## config.mk

```make
export PLATFORM = sky130hd
export DESIGN_NAME = counter_enable_ctrl_flat
export DESIGN_NICKNAME = d
export VERILOG_FILES = /design/src/rtl/counter_enable_ctrl_if.sv /design/src/rtl/counter_enable_ctrl.sv /design/src/flat_wrapper.sv
export SDC_FILE = /design/constraint.sdc
export NUM_CORES = 1
export LEC_CHECK = 0
export CAP_MARGIN = 30
export CORE_AREA = 2 2 52 79
export DETAILED_ROUTE_END_ITERATION = 8
export DIE_AREA = 0 0 54 81
export HOLD_SLACK_MARGIN = 0.05
export PLACE_DENSITY = 0.75
export SLEW_MARGIN = 20
export SYNTH_ARGS = -nofsm -noshare
export SYNTH_HDL_FRONTEND = slang
export SYNTH_SLANG_ARGS = --single-unit
```

## constraint.sdc

```tcl
create_clock -name clock -period 3.5 [get_ports clock]
set_input_delay 0.525 -clock clock [delete_from_list [all_inputs] [get_ports clock]]
set_output_delay 0.525 -clock clock [all_outputs]
set_load 0.02 [all_outputs]
```

## src/rtl/counter_enable_ctrl_if.sv

```systemverilog
// Command/status bundle between the enable controller and whoever drives it.
// The master issues start/stop and rate settings; the slave returns the pulse train and status.
interface counter_enable_ctrl_if #(
    parameter int PRESCALE_W = 8,
    parameter int BURST_W    = 8
);
    logic                  start;
    logic                  stop;
    logic                  mode;
    logic [PRESCALE_W-1:0] prescale;
    logic [BURST_W-1:0]    burst_len;
    logic                  enable;
    logic                  busy;
    logic                  done;

    modport master (
        output start, stop, mode, prescale, burst_len,
        input  enable, busy, done
    );

    modport slave (
        input  start, stop, mode, prescale, burst_len,
        output enable, busy, done
    );
endinterface

```

## src/rtl/counter_enable_ctrl.sv

```systemverilog
// Rate-programmable enable pulse generator feeding the 4-bit first_counter.
// Runs continuously or for a fixed burst of pulses, under start/stop control.
module counter_enable_ctrl #(
    parameter int PRESCALE_W = 8,
    parameter int BURST_W    = 8
) (
    input  logic clock,
    input  logic reset,
    counter_enable_ctrl_if.slave ctrl
);

    typedef enum logic [1:0] {
        IDLE  = 2'd0,
        RUN   = 2'd1,
        BURST = 2'd2
    } state_t;

    state_t                state;
    logic [PRESCALE_W-1:0] p_lat;
    logic [PRESCALE_W-1:0] pre_cnt;
    logic [BURST_W-1:0]    remaining;
    logic                  mode_lat;
    logic                  enable_q;
    logic                  busy_q;
    logic                  done_q;

    assign ctrl.enable = enable_q;
    assign ctrl.busy   = busy_q;
    assign ctrl.done   = done_q;

    // remaining counts pulses still owed after the one currently on the output,
    // so a burst ends on the edge after a pulse is seen with remaining == 0.
    always_ff @(posedge clock or negedge reset) begin
        if (!reset) begin
            state     <= IDLE;
            p_lat     <= '0;
            pre_cnt   <= '0;
            remaining <= '0;
            mode_lat  <= 1'b0;
            enable_q  <= 1'b0;
            busy_q    <= 1'b0;
            done_q    <= 1'b0;
        end else begin
            done_q <= 1'b0;
            unique case (state)
                IDLE: begin
                    enable_q <= 1'b0;
                    busy_q   <= 1'b0;
                    if (ctrl.start && !ctrl.stop) begin
                        if (!ctrl.mode) begin
                            state    <= RUN;
                            p_lat    <= ctrl.prescale;
                            mode_lat <= 1'b0;
                            pre_cnt  <= '0;
                            enable_q <= 1'b1;
                            busy_q   <= 1'b1;
                        end else if (ctrl.burst_len != '0) begin
                            state     <= BURST;
                            p_lat     <= ctrl.prescale;
                            mode_lat  <= 1'b1;
                            remaining <= ctrl.burst_len - 1'b1;
                            pre_cnt   <= '0;
                            enable_q  <= 1'b1;
                            busy_q    <= 1'b1;
                        end else begin
                            done_q <= 1'b1;
                        end
                    end
                end
                RUN, BURST: begin
                    if (ctrl.stop) begin
                        state    <= IDLE;
                        enable_q <= 1'b0;
                        busy_q   <= 1'b0;
                    end else if (mode_lat && enable_q && remaining == '0) begin
                        state    <= IDLE;
                        enable_q <= 1'b0;
                        busy_q   <= 1'b0;
                        done_q   <= 1'b1;
                    end else if (pre_cnt == p_lat) begin
                        pre_cnt  <= '0;
                        enable_q <= 1'b1;
                        if (mode_lat && remaining != '0) begin
                            remaining <= remaining - 1'b1;
                        end
                    end else begin
                        pre_cnt  <= pre_cnt + 1'b1;
                        enable_q <= 1'b0;
                    end
                end
                default: begin
                    state    <= IDLE;
                    enable_q <= 1'b0;
                    busy_q   <= 1'b0;
                end
            endcase
        end
    end

endmodule
```

## src/flat_wrapper.sv

```systemverilog
// flat-port wrapper written by rule: the top's interface ports become plain ports
module counter_enable_ctrl_flat 
#(
    parameter int PRESCALE_W = 8,
    parameter int BURST_W    = 8
)
  (clock, reset, ctrl_start, ctrl_stop, ctrl_mode, ctrl_prescale, ctrl_burst_len, ctrl_enable, ctrl_busy, ctrl_done);
  counter_enable_ctrl_if #(.PRESCALE_W(PRESCALE_W), .BURST_W(BURST_W)) ctrl_i ();
  input  logic clock;
  input  logic reset;
  input wire logic [$bits(ctrl_i.start)-1:0] ctrl_start;
  input wire logic [$bits(ctrl_i.stop)-1:0] ctrl_stop;
  input wire logic [$bits(ctrl_i.mode)-1:0] ctrl_mode;
  input wire logic [$bits(ctrl_i.prescale)-1:0] ctrl_prescale;
  input wire logic [$bits(ctrl_i.burst_len)-1:0] ctrl_burst_len;
  output wire logic [$bits(ctrl_i.enable)-1:0] ctrl_enable;
  output wire logic [$bits(ctrl_i.busy)-1:0] ctrl_busy;
  output wire logic [$bits(ctrl_i.done)-1:0] ctrl_done;
  assign ctrl_i.start = ctrl_start;
  assign ctrl_i.stop = ctrl_stop;
  assign ctrl_i.mode = ctrl_mode;
  assign ctrl_i.prescale = ctrl_prescale;
  assign ctrl_i.burst_len = ctrl_burst_len;
  assign ctrl_enable = ctrl_i.enable;
  assign ctrl_busy = ctrl_i.busy;
  assign ctrl_done = ctrl_i.done;
  counter_enable_ctrl #(.PRESCALE_W(PRESCALE_W), .BURST_W(BURST_W)) u_core (.clock(clock), .reset(reset), .ctrl(ctrl_i));
endmodule
```

* Word level (Yosys, flattened, before mapping)
Index checks and enable logic that the tools add are counted.
** Word-level totals
- Register bits :: 30
- Memories kept :: 0
- Latch bits :: 0
- Output and inout bits :: 3
- Logic and storage cells :: 80
- Bits of input ports :: 21
- Bits in read-only memories :: 0
- Memory bits (writable) :: 0
** Operators by class
- $lt $le $gt $ge :: 0
- Shift-type cells :: 0
- Multiplexer cells :: 41
- Reductions and logical operators :: 15
- Div/mod/pow operators :: 0
- $add $sub $neg :: 3
- Multipliers :: 0
- Bitwise operators :: 0
- Equality and inequality tests :: 13
** Operators with widths (count)
- $mux W8 :: 15
- $pmux W8 S2 :: 2
- $reduce_bool A8 Y1 :: 2
- $sub A8 B1 Y8 const B :: 2
- $mux W1 :: 15
- $mux W2 :: 5
- $ne A2 B1 Y1 const B :: 5
- $add A8 B1 Y8 const B :: 1
- $eq A8 B8 Y1 :: 1
- $logic_not A8 Y1 :: 1
- $reduce_and A8 Y1 :: 1
- $ne A2 B2 Y1 const B :: 3
- $ne A3 B2 Y1 const B :: 2
- $pmux W1 S2 :: 3
- $reduce_and A3 Y1 :: 2
- $reduce_and A5 Y1 :: 1
- $logic_and A1 B1 Y1 :: 4
- $pmux W2 S2 :: 1
- $eq A2 B1 Y1 const B :: 1
- $eq A2 B2 Y1 const B :: 1
- $logic_not A2 Y1 :: 1
- $reduce_bool A2 Y1 :: 1
- $reduce_or A2 Y1 :: 1
- $logic_not A1 Y1 :: 1

* Logic depth before layout (Yosys ltp)
- Depth in word-level cells :: 7
- Mapped depth :: 10
- Mapped depth without buffers :: 8

* Worst setup path after synthesis
Ideal clock, no wire load.
- Kind :: reg2reg
- Start point :: reg u_core.state[1]
- End point :: reg u_core.remaining[6]
- Setup slack :: 1007 ps
- Cell stages (with the launch flop) :: 11
- Data arrival time :: 2354 ps
- Library setup time :: 140 ps
- Path buffers :: 2
- Data required time :: 3360 ps
- Clock period less this slack :: 2493 ps
- Cells stage by stage :: dfrtp_1 > inv_1 > ha_1 > buf_2 > buf_1 > mux2i_1 > ha_1 > o221ai_1 > nor4_1 > mux2i_1 > a21oi_1
** On the way
- Longest elaborated chain between the ends :: 4
- Elaborated cells on any way between the ends :: 14
- Classes of those cells :: eq/ne: 9; mux: 1; reduce/logical: 4
** RTL lines
- start: declaration :: line counter_enable_ctrl.sv:18 : state_t state;
- start signal: assignment :: line counter_enable_ctrl.sv:35 : state <= IDLE;
- start signal: assignment :: line counter_enable_ctrl.sv:51 : state <= RUN;
- start signal: assignment :: line counter_enable_ctrl.sv:58 : state <= BURST;
- $eq A2 B1 Y1 or $eq A2 B2 Y1 (tied branches) :: line counter_enable_ctrl.sv:45 : unique case (state)
- $reduce_or A2 Y1 :: line counter_enable_ctrl.sv:45
- $ne A2 B2 Y1 (no line), or another cell as far along
- $reduce_and A8 Y1 (no line)
- end signal: assignment :: line counter_enable_ctrl.sv:61 : remaining <= ctrl.burst_len - 1'b1;
- end signal: assignment :: line counter_enable_ctrl.sv:84 : remaining <= remaining - 1'b1;
- end: declaration :: line counter_enable_ctrl.sv:21 : logic [BURST_W-1:0] remaining;
Parallel ways exist; a longest one is shown, timed or not.
A chain may end at the register's enable or synchronous reset.

* Worst setup path after layout
Same ends and word-level chain as after synthesis.

==> impl_metrics.yaml <==
final_layout:
  area_delta_synth_final_pct: 18.6
  fin_nets: 244
  stdcell_count: 265
  nFillCells: 329
  final_common_cell: "dfrtp_1"
  drive_above_1_share: 0.159
  final_cell_mix: "dfrtp_1, clkdlybuf4s50_1, nor2_1, xnor2_1"
  antenna_cells: 0
yosys:
  syn-cell-area_sq_um: 1970
  synthMuxAreaShare: 0.101
  yosysSeqAreaShare: 0.381
  synthesis.nets: 217
  postSynthAreaPerCell_sq_um: 10.3
  async_flop_share: 1.00
  synth_simple_gate_area_share: 0.221
  synth-xor-area-share: 0.0578
  syn_inst: 192
  netlist-cell-type-count: 61
  synthFlopType: "dfrtp_1"
  synth-seq-cells: 30
  synth_compound_area_frac: 0.193
  synth_top_family_by_area: "simple AND/OR/NAND/NOR gates"
  yosys.area_share.adder: 0.0254
  synth-edff-count: 0
  yosys_warnings: 0
run:
  maxCapViolations: 0
grt:
  antenna_found_initial: 0
  use_met3: 0.0607
  grt_use_total: 0.241
  gr-usage-met1: 0.259
  grt_max_degree: 31
  busiest_layer: "met2"
  grt_overflow: 0
  grt_pass1_vias: 1711
  grt_util_met2: 0.418
  grt_pass1_wl_um: 7650
route:
  num_vias: 1658
  drt_pass1_iterations: 4
  vias_per_cell: 6.26
  route.detailed.drc: 0
  drt_iter0_markers: 45
  wl_um: 4520
  ant_nets: 0
  wl_per_cell_um: 17.1
setup_path:
  critPathTopFamily: "adder cells"
  path_class: "flip-flop to flip-flop"
  worstPathCellList: "inv_1 > ha_1 > mux2i_1 > ha_1 > o221ai_1 > nor4_1 > mux2i_1 > a21oi_1"
  cp_max_fo: 22
  cp.required_ns: 3.65
  worstPathArrival_ns: 2.87
  crit_path_start_kind: "flip-flop"
  cp-end-kind: "flip-flop"
  max_stage_delay_ns: 0.72
  path_buf_inv: 1
  cpMaxStageDelayCell: "ha_1"
clock_network:
  htreeDepth: 2
  clock_path_buffers: 2
  cts_tree: "yes"
  cts_root_buf: "clkbuf_8"
  cts_resized: 0
  numCtsBuffers: 5
  path_clk_slew_ns: 0.07
  post_cts_buffers: 0
  cts.sinks: 30
  insertion_delay_ns: 0.30
  cts_hold_buf: 0
sta:
  hold_viol: 0
  finalSetupViolCount: 0
  setup_slack_ns: 0.783
  max_slew_margin: 0.546
  min_period_ns: 2.72
  worst_slew_pin_slew_ns: 0.681
  fin_crit_sh: 0.776
  grt_setup_unrepaired: "false"
  fin_skew_ns: 0.0121
  drv_slew: 0
  setup_tns_ns: 0
  clock.fmax_mhz: 368
place:
  dp_slack_ns: 0.816
  port_buffers: 23
  routabilityCongestion: 0.871
  dp_hpwl_um: 3260
  place_inst: 257
die:
  dieArea_sq_um: 4370
  die_y_um: 81
  pin_count: 24
  fp-row-count: 28
  start_util: 0.521
  die_w_um: 54
  core-area_sq_um: 3780
pwr:
  ir_drop_mv: 0.449
  p_per_area_nw_per_um2: 756
  p_leak_nw: 0.942
status:
  status: "complete, no violations"
min_path:
  holdCritPathClass: "flip-flop to flip-flop"
## flip-flops by register name, indices dropped and copies added (netlist names)
| register | count |
|---|---|
| u_core.p_lat | 8 |
| u_core.ctrl.enable | 1 |
| u_core.pre_cnt | 8 |
| u_core.ctrl.done | 1 |
| u_core.ctrl.busy | 1 |
| u_core.mode_lat | 1 |
| u_core.state | 2 |
| u_core.remaining | 8 |
## worst paths after layout
| path | start | endpoint | slack (ns) | cells after the start |
|---|---|---|---|---|
| max in group asynchronous | reset | u_core.pre_cnt[6] | 2.57 | 2 |
| min reg2reg | u_core.ctrl.busy | u_core.ctrl.busy | 0.51 | 1 |
| max reg2reg | u_core.state[1] | u_core.remaining[6] | 0.78 | 8 |
| min | u_core.ctrl.busy | u_core.ctrl.busy | 0.51 | 1 |
| min in group asynchronous | reset | u_core.remaining[7] | 0.62 | 2 |
| max | u_core.state[1] | u_core.remaining[6] | 0.78 | 8 |
## Yosys cell counts (all sizes together), types with 2 or more instances
master  number  area share
mux2i        6       0.030
nor2b        5       0.016
mux2        12       0.071
and3         4       0.015
nand2b       3      0.0095
a21o         2      0.0076
nand3        3      0.0076
o21ai       10       0.027
nand4        4       0.019
nor3b        3       0.011
o21bai       2      0.0076
nor3        10       0.034
o31ai        2       0.015
dfrtp       30        0.38
a21oi        8       0.022
nand2        7       0.013
buf          4      0.0095
a211o        3       0.014
a22o         6       0.027
nor2        12       0.024
xnor2       11       0.049
a31oi        2      0.0095
xor2         2      0.0089
inv          6       0.011
nor4         6       0.030
or3          2       0.011
ha           4       0.025
and2         2      0.0064
o221ai       3       0.013
o22ai        3      0.0095
or2          3       0.011
## through the flow
stage	utilization	hold WS, ns	total power, mW	instance area (sq um)
after global placement	0.593	0.475	1.43	2240
final	0.617	0.508	1.77	2340
after detailed placement	0.593	0.497	1.47	2240
after floorplan	-	0.229	1.26	1970
after CTS	0.617	0.514	1.77	2340
after global routing	0.617	0.536	1.90	2340
## per-layer routing
layer | wire, um | part of all wire
met5 | 0 | 0
met4 | 118 | 0.026
met3 | 195 | 0.043
met2 | 2470 | 0.55
met1 | 1740 | 0.38
## report_power, final
group	switching [mW]	internal (mW)	total (mW)
combinational	0.479	0.396	0.875
sequential	0.123	0.471	0.594
clock	0.139	0.158	0.297
total	0.741	1.03	1.77
## worst register-to-register path: cells and delay by family, from the launching register on
kind                     cells  cell delay [ns]
multiplexers                 2             0.56
AO/OA/AOI/OAI                2             0.29
buffers and inverters        1             0.07
AND/OR/NAND/NOR              1             0.28
flip-flops                   1             0.38
adder cells (fa/ha/maj)      2             0.99
## cells by family after synthesis
family | Yosys count
flip-flops | 30
adder cells (fa/ha/maj) | 4
multiplexers | 18
AND/OR/NAND/NOR | 67
AO/OA/AOI/OAI | 50
buffers and inverters | 10
XOR/XNOR | 13
## area by class of cell
type	instances	area (sq um)	share of cell area
clock buffer	7	86.3	0.0370
clock inverter	1	5.00	0.00214
inverter	6	22.5	0.00964
multi-input combinational	152	1180	0.504
sequential	30	751	0.321
tap	45	56.3	0.0241
timing repair buffer	24	238	0.102
No activity file was read; power rests on OpenSTA's default activity.
